<file path="src/rtl/softmax_normalizer.sv">
// Normalizes ten fp32 exponentials by their fp32 sum with one shared restoring
// divider, and reports the index of the largest exponential.
module softmax_normalizer #(
  parameter int EXPONENT_WIDTH = 8,
  parameter int MANTISSA_WIDTH = 23,
  parameter int DATA_WIDTH     = EXPONENT_WIDTH + MANTISSA_WIDTH + 1,
  parameter int NUM_CLASSES    = 10,
  parameter int IDX_WIDTH      = 4
) (
  input  logic                              clk,
  input  logic                              rst_n,
  input  logic                              start,
  input  logic [DATA_WIDTH*NUM_CLASSES-1:0] input_exps,
  input  logic [DATA_WIDTH-1:0]             input_sum,
  output logic [DATA_WIDTH*NUM_CLASSES-1:0] output_probs,
  output logic [IDX_WIDTH-1:0]              class_idx,
  output logic                              busy,
  output logic                              done_norm,
  output logic                              err,
  output logic [2:0]                        dbg_state
);

  // Handshake: start is a request accepted only in IDLE (busy low); inputs are
  // captured on that edge. done_norm pulses one cycle when results are valid,
  // on the same edge busy falls. Results hold until the next accepted start.

  localparam int EW     = EXPONENT_WIDTH;
  localparam int MW     = MANTISSA_WIDTH;
  localparam int DW     = DATA_WIDTH;
  localparam int MANT_W = MW + 1;
  localparam int REM_W  = MW + 3;
  localparam int E_W    = EW + 2;
  localparam int CNT_W  = $clog2(MANT_W);

  localparam logic [EW-1:0]           EXP_ONES = '1;
  localparam logic signed [E_W-1:0]   BIAS     = E_W'((1 << (EW - 1)) - 1);
  localparam logic signed [E_W-1:0]   E_MAX    = E_W'((1 << EW) - 1);
  localparam logic signed [E_W-1:0]   E_ZERO   = '0;
  localparam logic signed [E_W-1:0]   E_ONE    = E_W'(1);
  localparam logic [DW-1:0]           QNAN     = {1'b0, {EW{1'b1}}, 1'b1, {(MW-1){1'b0}}};
  localparam logic [CNT_W-1:0]        CNT_LAST = CNT_W'(MANT_W - 1);
  localparam logic [IDX_WIDTH-1:0]    IDX_LAST = IDX_WIDTH'(NUM_CLASSES - 1);

  typedef enum logic [2:0] {
    S_IDLE   = 3'd0,
    S_CHECK  = 3'd1,
    S_SETUP  = 3'd2,
    S_DIV    = 3'd3,
    S_WRITE  = 3'd4,
    S_FINISH = 3'd5
  } state_t;

  state_t state_q, state_d;

  logic [DW*NUM_CLASSES-1:0] exps_q, exps_d;
  logic [DW-1:0]             sum_q, sum_d;
  logic [DW*NUM_CLASSES-1:0] probs_q, probs_d;
  logic [IDX_WIDTH-1:0]      idx_q, idx_d;
  logic                      busy_q, busy_d;
  logic                      done_q, done_d;
  logic                      err_q, err_d;
  logic [IDX_WIDTH-1:0]      i_q, i_d;
  logic [CNT_W-1:0]          cnt_q, cnt_d;
  logic [REM_W-1:0]          rem_q, rem_d;
  logic [MANT_W-1:0]         quo_q, quo_d;
  logic signed [E_W-1:0]     e_q, e_d;
  logic                      zero_q, zero_d;
  logic [DW-2:0]             max_q, max_d;

  logic [DW-1:0]         cur_exp;
  logic [MANT_W-1:0]     mb;
  logic [REM_W-1:0]      mb_ext;
  logic                  sum_bad;
  logic [MANT_W-1:0]     ma;
  logic signed [E_W-1:0] e_calc;
  logic [REM_W-1:0]      rem_sub;
  logic                  qbit;
  logic                  sign;
  logic [DW-1:0]         res;

  assign cur_exp = exps_q[DW*i_q +: DW];
  assign mb      = {1'b1, sum_q[MW-1:0]};
  assign mb_ext  = {2'b00, mb};
  assign sum_bad = (sum_q[DW-2 -: EW] == '0) || (sum_q[DW-2 -: EW] == EXP_ONES);

  always_ff @(posedge clk or negedge rst_n) begin
    if (!rst_n) state_q <= S_IDLE;
    else        state_q <= state_d;
  end

  always_comb begin
    state_d = state_q;
    case (state_q)
      S_IDLE:   if (start) state_d = S_CHECK;
      S_CHECK:  state_d = sum_bad ? S_FINISH : S_SETUP;
      S_SETUP:  state_d = S_DIV;
      S_DIV:    if (cnt_q == CNT_LAST) state_d = S_WRITE;
      S_WRITE:  state_d = (i_q == IDX_LAST) ? S_FINISH : S_SETUP;
      S_FINISH: state_d = S_IDLE;
      default:  state_d = S_IDLE;
    endcase
  end

  always_comb begin
    exps_d  = exps_q;
    sum_d   = sum_q;
    probs_d = probs_q;
    idx_d   = idx_q;
    busy_d  = busy_q;
    done_d  = 1'b0;
    err_d   = err_q;
    i_d     = i_q;
    cnt_d   = cnt_q;
    rem_d   = rem_q;
    quo_d   = quo_q;
    e_d     = e_q;
    zero_d  = zero_q;
    max_d   = max_q;
    ma      = {1'b1, cur_exp[MW-1:0]};
    e_calc  = $signed({2'b00, cur_exp[DW-2 -: EW]}) - $signed({2'b00, sum_q[DW-2 -: EW]}) + BIAS;
    rem_sub = rem_q;
    qbit    = 1'b0;
    sign    = cur_exp[DW-1] ^ sum_q[DW-1];
    res     = '0;
    case (state_q)
      S_IDLE: begin
        if (start) begin
          exps_d  = input_exps;
          sum_d   = input_sum;
          probs_d = '0;
          idx_d   = '0;
          err_d   = 1'b0;
          busy_d  = 1'b1;
        end
      end
      S_CHECK: begin
        i_d = '0;
        if (sum_bad) begin
          probs_d = {NUM_CLASSES{QNAN}};
          err_d   = 1'b1;
        end
      end
      S_SETUP: begin
        // Pre-normalize so the quotient lands in [1,2) and its MSB is set.
        if (ma < mb) begin
          rem_d = {1'b0, ma, 1'b0};
          e_d   = e_calc - E_ONE;
        end else begin
          rem_d = {2'b00, ma};
          e_d   = e_calc;
        end
        quo_d  = '0;
        cnt_d  = '0;
        zero_d = (cur_exp[DW-2 -: EW] == '0);
      end
      S_DIV: begin
        if (rem_q >= mb_ext) begin
          rem_sub = rem_q - mb_ext;
          qbit    = 1'b1;
        end
        rem_d = rem_sub << 1;
        quo_d = (quo_q << 1) | MANT_W'(qbit);
        cnt_d = cnt_q + 1'b1;
      end
      S_WRITE: begin
        if (zero_q)              res = '0;
        else if (e_q <= E_ZERO)  res = '0;
        else if (e_q >= E_MAX)   res = {sign, EXP_ONES, {MW{1'b0}}};
        else                     res = {sign, e_q[EW-1:0], quo_q[MW-1:0]};
        probs_d[DW*i_q +: DW] = res;
        // Strictly-greater keeps the lowest index on ties.
        if ((i_q == '0) || (cur_exp[DW-2:0] > max_q)) begin
          max_d = cur_exp[DW-2:0];
          idx_d = i_q;
        end
        i_d = i_q + 1'b1;
      end
      S_FINISH: begin
        done_d = 1'b1;
        busy_d = 1'b0;
      end
      default: ;
    endcase
  end

  always_ff @(posedge clk or negedge rst_n) begin
    if (!rst_n) begin
      exps_q  <= '0;
      sum_q   <= '0;
      probs_q <= '0;
      idx_q   <= '0;
      busy_q  <= 1'b0;
      done_q  <= 1'b0;
      err_q   <= 1'b0;
      i_q     <= '0;
      cnt_q   <= '0;
      rem_q   <= '0;
      quo_q   <= '0;
      e_q     <= '0;
      zero_q  <= 1'b0;
      max_q   <= '0;
    end else begin
      exps_q  <= exps_d;
      sum_q   <= sum_d;
      probs_q <= probs_d;
      idx_q   <= idx_d;
      busy_q  <= busy_d;
      done_q  <= done_d;
      err_q   <= err_d;
      i_q     <= i_d;
      cnt_q   <= cnt_d;
      rem_q   <= rem_d;
      quo_q   <= quo_d;
      e_q     <= e_d;
      zero_q  <= zero_d;
      max_q   <= max_d;
    end
  end

  assign output_probs = probs_q;
  assign class_idx    = idx_q;
  assign busy         = busy_q;
  assign done_norm    = done_q;
  assign err          = err_q;
  assign dbg_state    = state_q;

endmodule
</file>
<file path="config.mk">
export PLATFORM = sky130hd
export DESIGN_NAME = softmax_normalizer
export DESIGN_NICKNAME = d
export VERILOG_FILES = /design/src/rtl/softmax_normalizer.sv
export SDC_FILE = /design/constraint.sdc
export NUM_CORES = 1
export LEC_CHECK = 0
export CAP_MARGIN = 20
export CORE_ASPECT_RATIO = 1.2
export CORE_MARGIN = 1.5
export CORE_UTILIZATION = 53
export CTS_CLUSTER_DIAMETER = 60
export DETAILED_ROUTE_END_ITERATION = 6
export GPL_TIMING_DRIVEN = 1
export PLACE_DENSITY = 0.81
export SYNTH_ARGS = -nofsm -noshare
export SYNTH_HDL_FRONTEND = slang
export SYNTH_SLANG_ARGS = --single-unit
</file>
<file path="constraint.sdc">
create_clock -name clk -period 6.8 [get_ports clk]
set_clock_uncertainty 0.15 [all_clocks]
set_input_delay 1.7 -clock clk [delete_from_list [all_inputs] [get_ports clk]]
set_output_delay 1.7 -clock clk [all_outputs]
set_load 0.03 [all_outputs]
</file>
Word level (Yosys, flattened, before mapping)
Index checks and enable logic that the tools add are counted.
{"block": "word_totals", "ff_bits": 782, "output_inout_bits": 330, "wordCells": 94}
{"block": "classes", "addsub": 7, "magnitude_cmp": 5, "eq_ne": 12, "shift": 3, "muxes": 31, "n_bitwise": 2, "reduce_logical": 19}
{"op": "$pmux W320 S3", "count": 1}
{"op": "$mux W320", "count": 2}
{"op": "$bwmux W320", "count": 1}
{"op": "$shift A32 B34 Y320 const A", "count": 1}
{"op": "$shiftx A32 B34 Y320", "count": 1}
{"op": "$shiftx A320 B10 Y32", "count": 1}
{"op": "$mux W32", "count": 3}
{"op": "$pmux W26 S2", "count": 1}
{"op": "$mux W25", "count": 2}
{"op": "$pmux W23 S2", "count": 1}
{"op": "$neg A9 Y34", "count": 1}
{"op": "$gt A31 B31 Y1", "count": 1}
{"op": "$mux W31", "count": 1}
{"op": "$ge A26 B24 Y1", "count": 1}
{"op": "$sub A25 B24 Y25", "count": 1}
{"op": "$lt A24 B24 Y1", "count": 1}
{"op": "$or A23 B1 Y23", "count": 1}
{"op": "$logic_not A8 Y1", "count": 2}
{"op": "$pmux W4 S2", "count": 2}
{"op": "$pmux W3 S5", "count": 1}
{"op": "$mux W3", "count": 4}
{"op": "$add A9 B8 Y10 const B", "count": 1}
{"op": "$ge A10 B9 Y1 const B", "count": 1}
{"op": "$le A10 B1 Y1 const B", "count": 1}
{"op": "other kinds (24)", "count": 46}

Depth between registers and ports, before layout
Gate-level depths: netlist of the first run.
{"block": "logic_depth", "word_depth": 8, "ltp_mapped": 22, "ltp_nobuf": 18}

Worst setup path after synthesis of the first run
No wires, ideal clock.
{"block": "synth_timing", "kind": "register to register", "start": "register i_q[0]", "end": "register e_q[7]", "arrival_ps": 4491, "required_time_ps": 6519, "setup_slack_ps": 2029, "path_stages_with_launch": 23, "path_buffers": 5, "path_cell_list": "dfrtp_1 > buf_6 > buf_4 > buf_4 > buf_2 > buf_2 > mux2i_1 > o22ai_1 > inv_1 > ha_1 > inv_1 > fa_1 > inv_1 > ha_1 > nand4b_1 > nor4_1 > a2111oi_0 > or4_1 > xnor2_1 > nor3_1 > nand2_1 > xnor2_1 > o21ai_1"}
{"block": "synth_via", "elab_chain_len": 5}
{"item": "start, declared", "line_no": "62", "source": "logic [IDX_WIDTH-1:0] i_q, i_d;"}
{"item": "start signal, assigned", "line_no": "210", "source": "i_q <= i_d;"}
{"item": "$shiftx A320 B10 Y32 (*)", "line_no": "81", "source": "assign cur_exp = exps_q[DW*i_q +: DW];"}
{"item": "net cur_exp[23]", "line_no": "70", "source": "logic [DW-1:0] cur_exp;"}
{"item": "$sub A8 B8 Y9 (*)", "line_no": "120", "source": "e_calc = $signed({2'b00, cur_exp[DW-2 -: EW]}) - $signed({2'b00, sum_q[DW-2 -: EW]}) + BIAS;"}
{"item": "$add A9 B8 Y10 (*)", "line_no": "120"}
{"item": "$sub A10 B2 Y10", "line_no": "147", "source": "e_d = e_calc - E_ONE;"}
{"item": "$mux W10 (*)", "line_no": "145", "source": "if (ma < mb) begin"}
{"item": "end signal, assigned", "line_no": "199", "source": "e_q <= '0;"}
{"item": "end signal, assigned", "line_no": "214", "source": "e_q <= e_d;"}
{"item": "end, declared", "line_no": "66", "source": "logic signed [E_W-1:0] e_q, e_d;"}
Mark *: on every way through the listed nets, which the timed path passes. The rest lies on a longest branch.
A chain may end at the register's enable or synchronous reset.

Worst setup path in the final report of the first run
Same ends and word-level chain as after synthesis.

==> results of run 1 <==
==> flip-flops by register name (all words and copies together) (netlist names), 4 cells and up <==
register / cells
output_probs: 320
class_idx: 4
rem_q: 26
exps_q: 320
i_q: 4
e_q: 10
max_q: 31
quo_q: 23
cnt_q: 5
sum_q: 32
==> layout make-up <==
cell class | instances | area, sq um
clock buffers | 105 | 2182
diodes | 5 | 12.51
repair buffers | 733 | 7340
multi-input cells | 2858 | 16090
inverters | 80 | 300.3
well taps | 918 | 1149
clock inverters | 36 | 534.3
flip-flops and latches | 782 | 19580
fillers | 5287 | 22310
==> per-stage QoR <==
step                std cells  worst slack (ns)  hold WS, ns  utilization  cell area [sq um]
floorplan                4000             2.029       0.2901            -              37060
global placement         5370             1.416       0.3031       0.6395              44440
CTS                      5511             1.280       0.3244       0.6786              47160
detailed placement       5370             1.308       0.3084       0.6395              44440
finish                   5517             1.288       0.3226       0.6790              47190
global route             5515            0.8016       0.3436       0.6789              47180
==> layer usage <==
metal,up-vias,track usage,part of all wire,routed length (um)
met2,1753,0.5602,0.47,58660
met5,-,0,0.000097,12
met3,374,0.05598,0.082,10230
met1,15718,0.4291,0.37,45990
li1,14533,-,-,-
met4,2,0.2234,0.074,9222
==> cells by family after synthesis <==
group / Yosys count
muxes: 198
AOI/OAI and AO/OA: 689
xor gates and xnor gates: 41
adders and majority gates: 95
and+or+nand+nor: 1835
DFF: 782
buffers and inverters: 360
==> cell usage in the layout (no fill, tap or decap), drive strengths merged, types with 93 or more instances in the layout <==
| cell type | synthesis | final |
|---|---|---|
| ha | 93 | 93 |
| nand2 | 1310 | 1310 |
| dfrtp | 782 | 782 |
| clkdlybuf4s50 | 0 | 683 |
| clkbuf | 217 | 105 |
| mux2i | 99 | 99 |
| o21ai | 185 | 185 |
| nand3 | 181 | 181 |
| nor2 | 206 | 206 |
| a21oi | 291 | 291 |
==> worst min path at each step <==
stage | cells past startpoint | endpoint | slack [ns]
floorplan | 2 | exps_q[288]$_DFFE_PN0P_ | 0.29
global placement | 2 | exps_q[90]$_DFFE_PN0P_ | 0.30
detailed placement | 2 | exps_q[209]$_DFFE_PN0P_ | 0.31
CTS | 2 | exps_q[219]$_DFFE_PN0P_ | 0.32
global route | 2 | exps_q[209]$_DFFE_PN0P_ | 0.34
finish | 2 | exps_q[209]$_DFFE_PN0P_ | 0.32
==> critical path, delay by kind of cell (launching register included) <==
kind | cells | cell delay, ns
compound gates | 3 | 0.38
simple gates | 5 | 1.46
xor+xnor | 2 | 0.33
fa+ha+maj | 3 | 0.87
mux | 2 | 0.66
buf+inv | 4 | 0.68
flops | 1 | 0.86
==> power groups by stage <==
stage / logic, uW / registers (uW) / clock network, uW
after CTS: 9600 / 7140 / 4630
final: 9670 / 7160 / 4580
after global placement: 9270 / 7170 / 0
after floorplan: 6640 / 7130 / 0
after global routing: 10600 / 7280 / 4800
after detailed placement: 9530 / 7200 / 0
==> summary.md, run 1 <==
| Metric | Value |
|---|---|
| Status | complete, no violations |
| Rel. slew slack | 0.2215 |
| Asr flop ratio synth | 1.000 |
| CTS tree | yes |
| Largest area contributor in the netlist | dfrtp_1 |
| Antenna viol nets, final | 0 |
| XOR/XNOR share of the synthesized area | 0.009691 |
| CP max-delay cell | dfrtp_4 |
| Core Area | 69500 sq um |
| Switching share of total power | 0.4098 |
| Setup crit start kind | register |
| Final hold viol count | 0 |
| Cells after Synth | 4000 |
| Clock tree buffer depth | 3 |
| Clock Root Buffer | clkbuf_16 |
| Max FO, Critical Path | 35 |
| Wirelength per Cell | 22.50 um |
| Req. time, crit path | 7.16 ns |
| Largest family of logic cells by synthesized area | simple AND/OR/NAND/NOR gates |
| Critical path data arrival time | 5.87 ns |
| Maximum vdd drop | 0.3435 mV |
| Power per cell area | 453.6 nW/um^2 |
| Multiplexer share of the synthesized area | 0.07628 |
| Hold buffer count at CTS | 0 |
| RSZ-0062 raised after global routing | no |
| R2R cell count | 19 |
| Synthesized area | 37060 sq um |
| Largest net degree at the start of global routing | 202 |
| Initial drt markers | 3614 |
| Total gr overflow | 0 |
| Hold Startpoint | exps_q[209]$_DFFE_PN0P_ |
| CP Capture Point | e_q[7]$_DFFE_PN0P_ |
| Die area | 71520 sq um |
| Post-synth cell types | 72 |
| Top-count cell post-synth | nand2_1 |
| Syn_area_per_cell | 9.264 sq um |
| Seq pwr share | 0.334 |
| Initial antenna violation count | 5 |
| Vias in the first global route | 31846 |
| Fin crit share | 0.8106 |
| Fin. max-slew vios | 0 |
| GRT Overall Usage | 0.3450 |
| Top cell by count, worst path | inv_1 |
| Starting Density | 0.5332 |
| Synthesized Nets | 4450 |
| First-pass GRT wire length | 189.1 mm |
| Drt total wl | 124.1 mm |
| Area share of fa/ha/maj cells after synthesis | 0.03248 |
| Residual DRC count | 0 |
| RR Endpoint | e_q[7]$_DFFE_PN0P_ |
| Area delta synth->final | 27.34% |
| Synth Register Bits | 782 |
| Int Pwr | 12630 uW |
| Crit-path cells | buf_4 -> mux4_2 -> mux2i_1 -> o22ai_1 -> inv_1 -> ha_1 -> inv_1 -> fa_1 -> inv_1 -> ha_1 -> nand4b_1 -> nor4_1 -> a2111oi_0 -> or4_1 -> xnor2_1 -> nor3_1 -> nand2_1 -> xnor2_1 -> o21ai_1 |
| Tot Pwr | 21410 uW |
| Upper clock frequency limit | 0.1814 GHz |
| Final setup fails | 0 |
| Top cells by area, synth | dfrtp_1, nand2_1, a21oi_1 |
| Critical path capture point type | register |
| Leak | 0.02171 uW |
| Final net count | 4982 |
| CTS Buf Count | 77 |
| Final HPWL DP | 89.33 mm |
| Htree depth | 3 |
| Synth warn | 0 |
| Post-layout min period | 5.512 ns |
| Simple-gate share of the synthesized area | 0.2020 |
| Most frequent cells after synthesis | nand2_1, dfrtp_1, a21oi_1, clkbuf_1, nor2_1 |
| Clk sinks | 782 |
| Slew @ Worst Pin | 1.168 ns |
| Compound-Gate Fraction of Synth Area | 0.1122 |
| EDFF count, synth | 0 |
| Crit-path max cell delay | 0.86 ns |
| # rows | 106 |
| Yosys top cell area share | 0.5281 |
| Crit Path Category | register to register |
| Crit path from | i_q[0]$_DFFE_PN0P_ |
| Worst min path class | register to register |
| Setup Buffers After CTS | 0 |
| R2R setup slack | 1.29 ns |
| Final setup TNS | 0 ns |
| Die Y | 292.7 um |
| Vias | 32380 |
| Post-DR vias/cell | 5.869 |
| IO Pins | 685 |
| Drt pass-1 iters | 6 |
| Port bufs | 684 |
| Layout cells sized above 1 | 0.07096 |
| Die Wd | 244.4 um |
| Comb power frac | 0.452 |
| Maxcap violations | 0 |
| Worst-Skew Late Latency | 0.64 ns |
| Top_reg_cell synth | dfrtp_1 |
| # resized after CTS | 0 |
| Clock transition at path regs | 0.07 ns |
| Routability cong. | 0.9213 |
| Clock share of power | 0.214 |
| Worst r2r src | i_q[0]$_DFFE_PN0P_ |
| Sw power | 8772 uW |
| Register area share after synthesis | 0.5281 |
No activity file was read; power rests on OpenSTA's default activity.
==> inputs of run 2 (changes only) <==
Settings changed: CORE_UTILIZATION 53 to 48, PLACE_DENSITY 0.81 to 0.77.
Clock period 6.8 ns to 4.9 ns, I/O delays scaled along.
==> run 2 against run 1 <==
Compared with the run above: routed wire length increased by 0.36%; worst hold slack is essentially flat; sequential power is 38% higher; critical endpoint is now e_q[8]$_DFFE_PN0P_; largest power group unchanged.
==> summary.md, run 2 (synthesis gave the netlist of run 1 again) <==
| Metric | Value |
|---|---|
| Commonest cells after routing, fill and taps aside | nand2_1, dfrtp_1, clkdlybuf4s50_1, a21oi_1, nor2_1 |
| Initial antenna violation count | 3 (-2) |
| Die Wd | 256.6 um (+5.0%) |
| Fin crit share | 0.9686 (+0.1580) |
| CP top delay family | simple AND/OR/NAND/NOR gates |
| Residual DRC count | 0 (unchanged) |
| Core Area | 76390 sq um (+9.9%) |
| Initial drt markers | 3484 (-3.6%) |
| Crit-path max cell delay | 0.55 ns (-0.31 ns) |
| Worst min path class | register to register |
| Drt total wl | 124.6 mm (+0.36%) |
| Switching share of total power | 0.4080 (-0.001835) |
| Rel. slew slack | 0.3267 (+0.1052) |
| Tot Pwr | 30000 uW (+40%) |
| Power per cell area | 628.4 nW/um^2 (+39%) |
| Post-layout min period | 4.746 ns (-0.7662 ns) |
| First-pass GRT wire length | 190.9 mm (+0.93%) |
| Crit-path cells | mux4_2 -> mux2i_1 -> o22ai_2 -> inv_1 -> ha_1 -> inv_1 -> fa_1 -> inv_1 -> ha_1 -> nand4b_1 -> nor4_4 -> a2111oi_0 -> or4_1 -> xnor2_1 -> nor3_2 -> nand3_2 -> xor2_1 -> o21ai_1 |
| Total gr overflow | 0 (unchanged) |
| Critical path capture point type | register |
| Max FO, Critical Path | 4 (-89%) |
| Sw power | 12240 uW (+40%) |
| Fin. max-slew vios | 0 (unchanged) |
| Seq pwr share | 0.328 (-0.006) |
| Crit Path Category | register to register |
| Final hold viol count | 0 (unchanged) |
| R2R cell count | 18 (-1) |
| Final HPWL DP | 90.38 mm (+1.2%) |
| Crit path from | i_q[0]$_DFFE_PN0P_ |
| Maxcap violations | 0 (unchanged) |
| Fillers | 6190 (+17%) |
| Commonest non-fill, non-tap cell in the layout | nand2_1 |
| Req. time, crit path | 5.30 ns (-1.86 ns) |
| Post-DR vias/cell | 5.739 (-2.2%) |
| Clock tree buffer depth | 3 (unchanged) |
| Area delta synth->final | 28.83% |
| Routability cong. | 0.9086 (-1.4%) |
| Die area | 78880 sq um (+10%) |
| Status | complete, no violations |
| Worst r2r src | i_q[0]$_DFFE_PN0P_ |
| Register area | 19580 sq um (unchanged) |
| Layout cells sized above 1 | 0.07612 (+0.005162) |
| Setup crit start kind | register |
| # rows | 111 (+4.7%) |
| GRT Overall Usage | 0.3134 (-0.03161) |
| Comb power frac | 0.458 (+0.006) |
| CTS Buf Count | 79 (+2.6%) |
| Largest net degree at the start of global routing | 216 (+6.9%) |
| Placed cells | 5496 (+2.3%) |
| Vias | 32382 (+0.0062%) |
| Clk sinks | 782 (unchanged) |
| Port bufs | 684 (unchanged) |
| Slew @ Worst Pin | 1.010 ns (-0.1578 ns) |
| Hold Startpoint | exps_q[231]$_DFFE_PN0P_ |
| Upper clock frequency limit | 0.2107 GHz (+16%) |
| Antenna viol nets, final | 0 (unchanged) |
| Leak | 0.02190 uW (+0.87%) |
| Die Y | 307.4 um (+5.0%) |
| Drt pass-1 iters | 5 (-1) |
| Critical path data arrival time | 5.15 ns (-0.72 ns) |
| Clock share of power | 0.214 (about the same) |
| Hold buffer count at CTS | 0 (unchanged) |
| Clock transition at path regs | 0.07 ns (about the same) |
| Final setup TNS | 0 ns (unchanged) |
| R2R setup slack | 0.15 ns (-1.13 ns) |
| Final net count | 5012 (+0.60%) |
| Final setup fails | 0 (unchanged) |
| Area of the multi-input gates | 16120 sq um (+0.20%) |
| Worst-Skew Late Latency | 0.65 ns (about the same) |
| RR Endpoint | e_q[8]$_DFFE_PN0P_ |
| Worst Path Buf+Inv | 3 (-1) |
| Maximum vdd drop | 0.3999 mV (+16%) |
| Htree depth | 3 (unchanged) |
| Worst hold path depth | 2 (unchanged) |
| Clock Root Buffer | clkbuf_16 |
| End of the worst hold path | exps_q[231]$_DFFE_PN0P_ |
| IO Pins | 685 (unchanged) |
| Top cell by count, worst path | inv_1 |
| CTS tree | yes |
| Finished Layout Cells | 5642 (+2.3%) |
| Int Pwr | 17760 uW (+41%) |
| Vias in the first global route | 31830 (-0.050%) |
| CP max-delay cell | or4_1 |
| Starting Density | 0.4851 (-0.04809) |
| Wirelength per Cell | 22.08 um (-1.9%) |
-- run 2: repair_timing --
item,4_1_cts,5_1_grt
endpoints found under the setup margin,2,14
resized for setup,1,7
cloned,0,1
pin swaps,0,2
buffers inserted,0,1
-- run 2: layout make-up --
type | instances | area share
Clock inverter | 34 | 0.01206
Inverter | 80 | 0.006290
Antenna cell | 1 | 0.00005242
Sequential cell | 782 | 0.4101
Clock buffer | 109 | 0.04566
Multi-Input combinational cell | 2858 | 0.3377
Tap cell | 1017 | 0.02666
Timing Repair Buffer | 761 | 0.1615
-- run 2: how the worst max path moves through the flow --
stage | endpoint | slack (ns) | cells after the start
global route | e_q[8]$_DFFE_PN0P_ | -0.04 | 18
global placement | e_q[7]$_DFFE_PN0P_ | 0.20 | 16
detailed placement | e_q[7]$_DFFE_PN0P_ | 0.05 | 16
finish | e_q[8]$_DFFE_PN0P_ | 0.15 | 18
CTS | e_q[8]$_DFFE_PN0P_ | 0.08 | 16
floorplan | e_q[7]$_DFFE_PN0P_ | 0.13 | 22
-- run 2: power groups by stage --
stage	Clock, uW	Sequential [uW]	Combinational [uW]
after floorplan	0	9900	9220
after global placement	0	9870	13100
after detailed placement	0	9910	13500
after CTS	6480	9820	13600
after global routing	6740	10000	15100
final	6410	9850	13700
-- run 2: worst register-to-register path, cell delays in order, from the launching register on --
cell	delay, ns
dfrtp_4	0.46
mux4_2	0.51
mux2i_1	0.22
o22ai_2	0.16
inv_1	0.12
ha_1	0.19
inv_1	0.06
fa_1	0.47
inv_1	0.10
ha_1	0.24
nand4b_1	0.20
nor4_4	0.35
a2111oi_0	0.10
or4_1	0.56
xnor2_1	0.18
nor3_2	0.22
nand3_2	0.11
xor2_1	0.15
o21ai_1	0.12
-- run 2: metrics by stage --
step	setup slack [ns]	util	area (sq um)	hold slack [ns]
floorplan	0.1285	-	37060	0.2901
global placement	0.2005	0.5875	44870	0.3050
detailed placement	0.04606	0.5878	44900	0.3067
CTS	0.08423	0.6239	47660	0.3224
global route	-0.04235	0.6249	47740	0.3425
finish	0.1539	0.6250	47740	0.3224
-- run 2: per-layer routing --
| layer | track usage | share of wire | routed length (um) | up-vias |
|---|---|---|---|---|
| met5 | 0 | 0.00025 | 31 | - |
| met2 | 0.5114 | 0.48 | 59220 | 1736 |
| met1 | 0.4020 | 0.38 | 47920 | 15694 |
| met4 | 0.1694 | 0.060 | 7500 | 4 |
| met3 | 0.04979 | 0.079 | 9895 | 335 |
| li1 | - | - | - | 14613 |
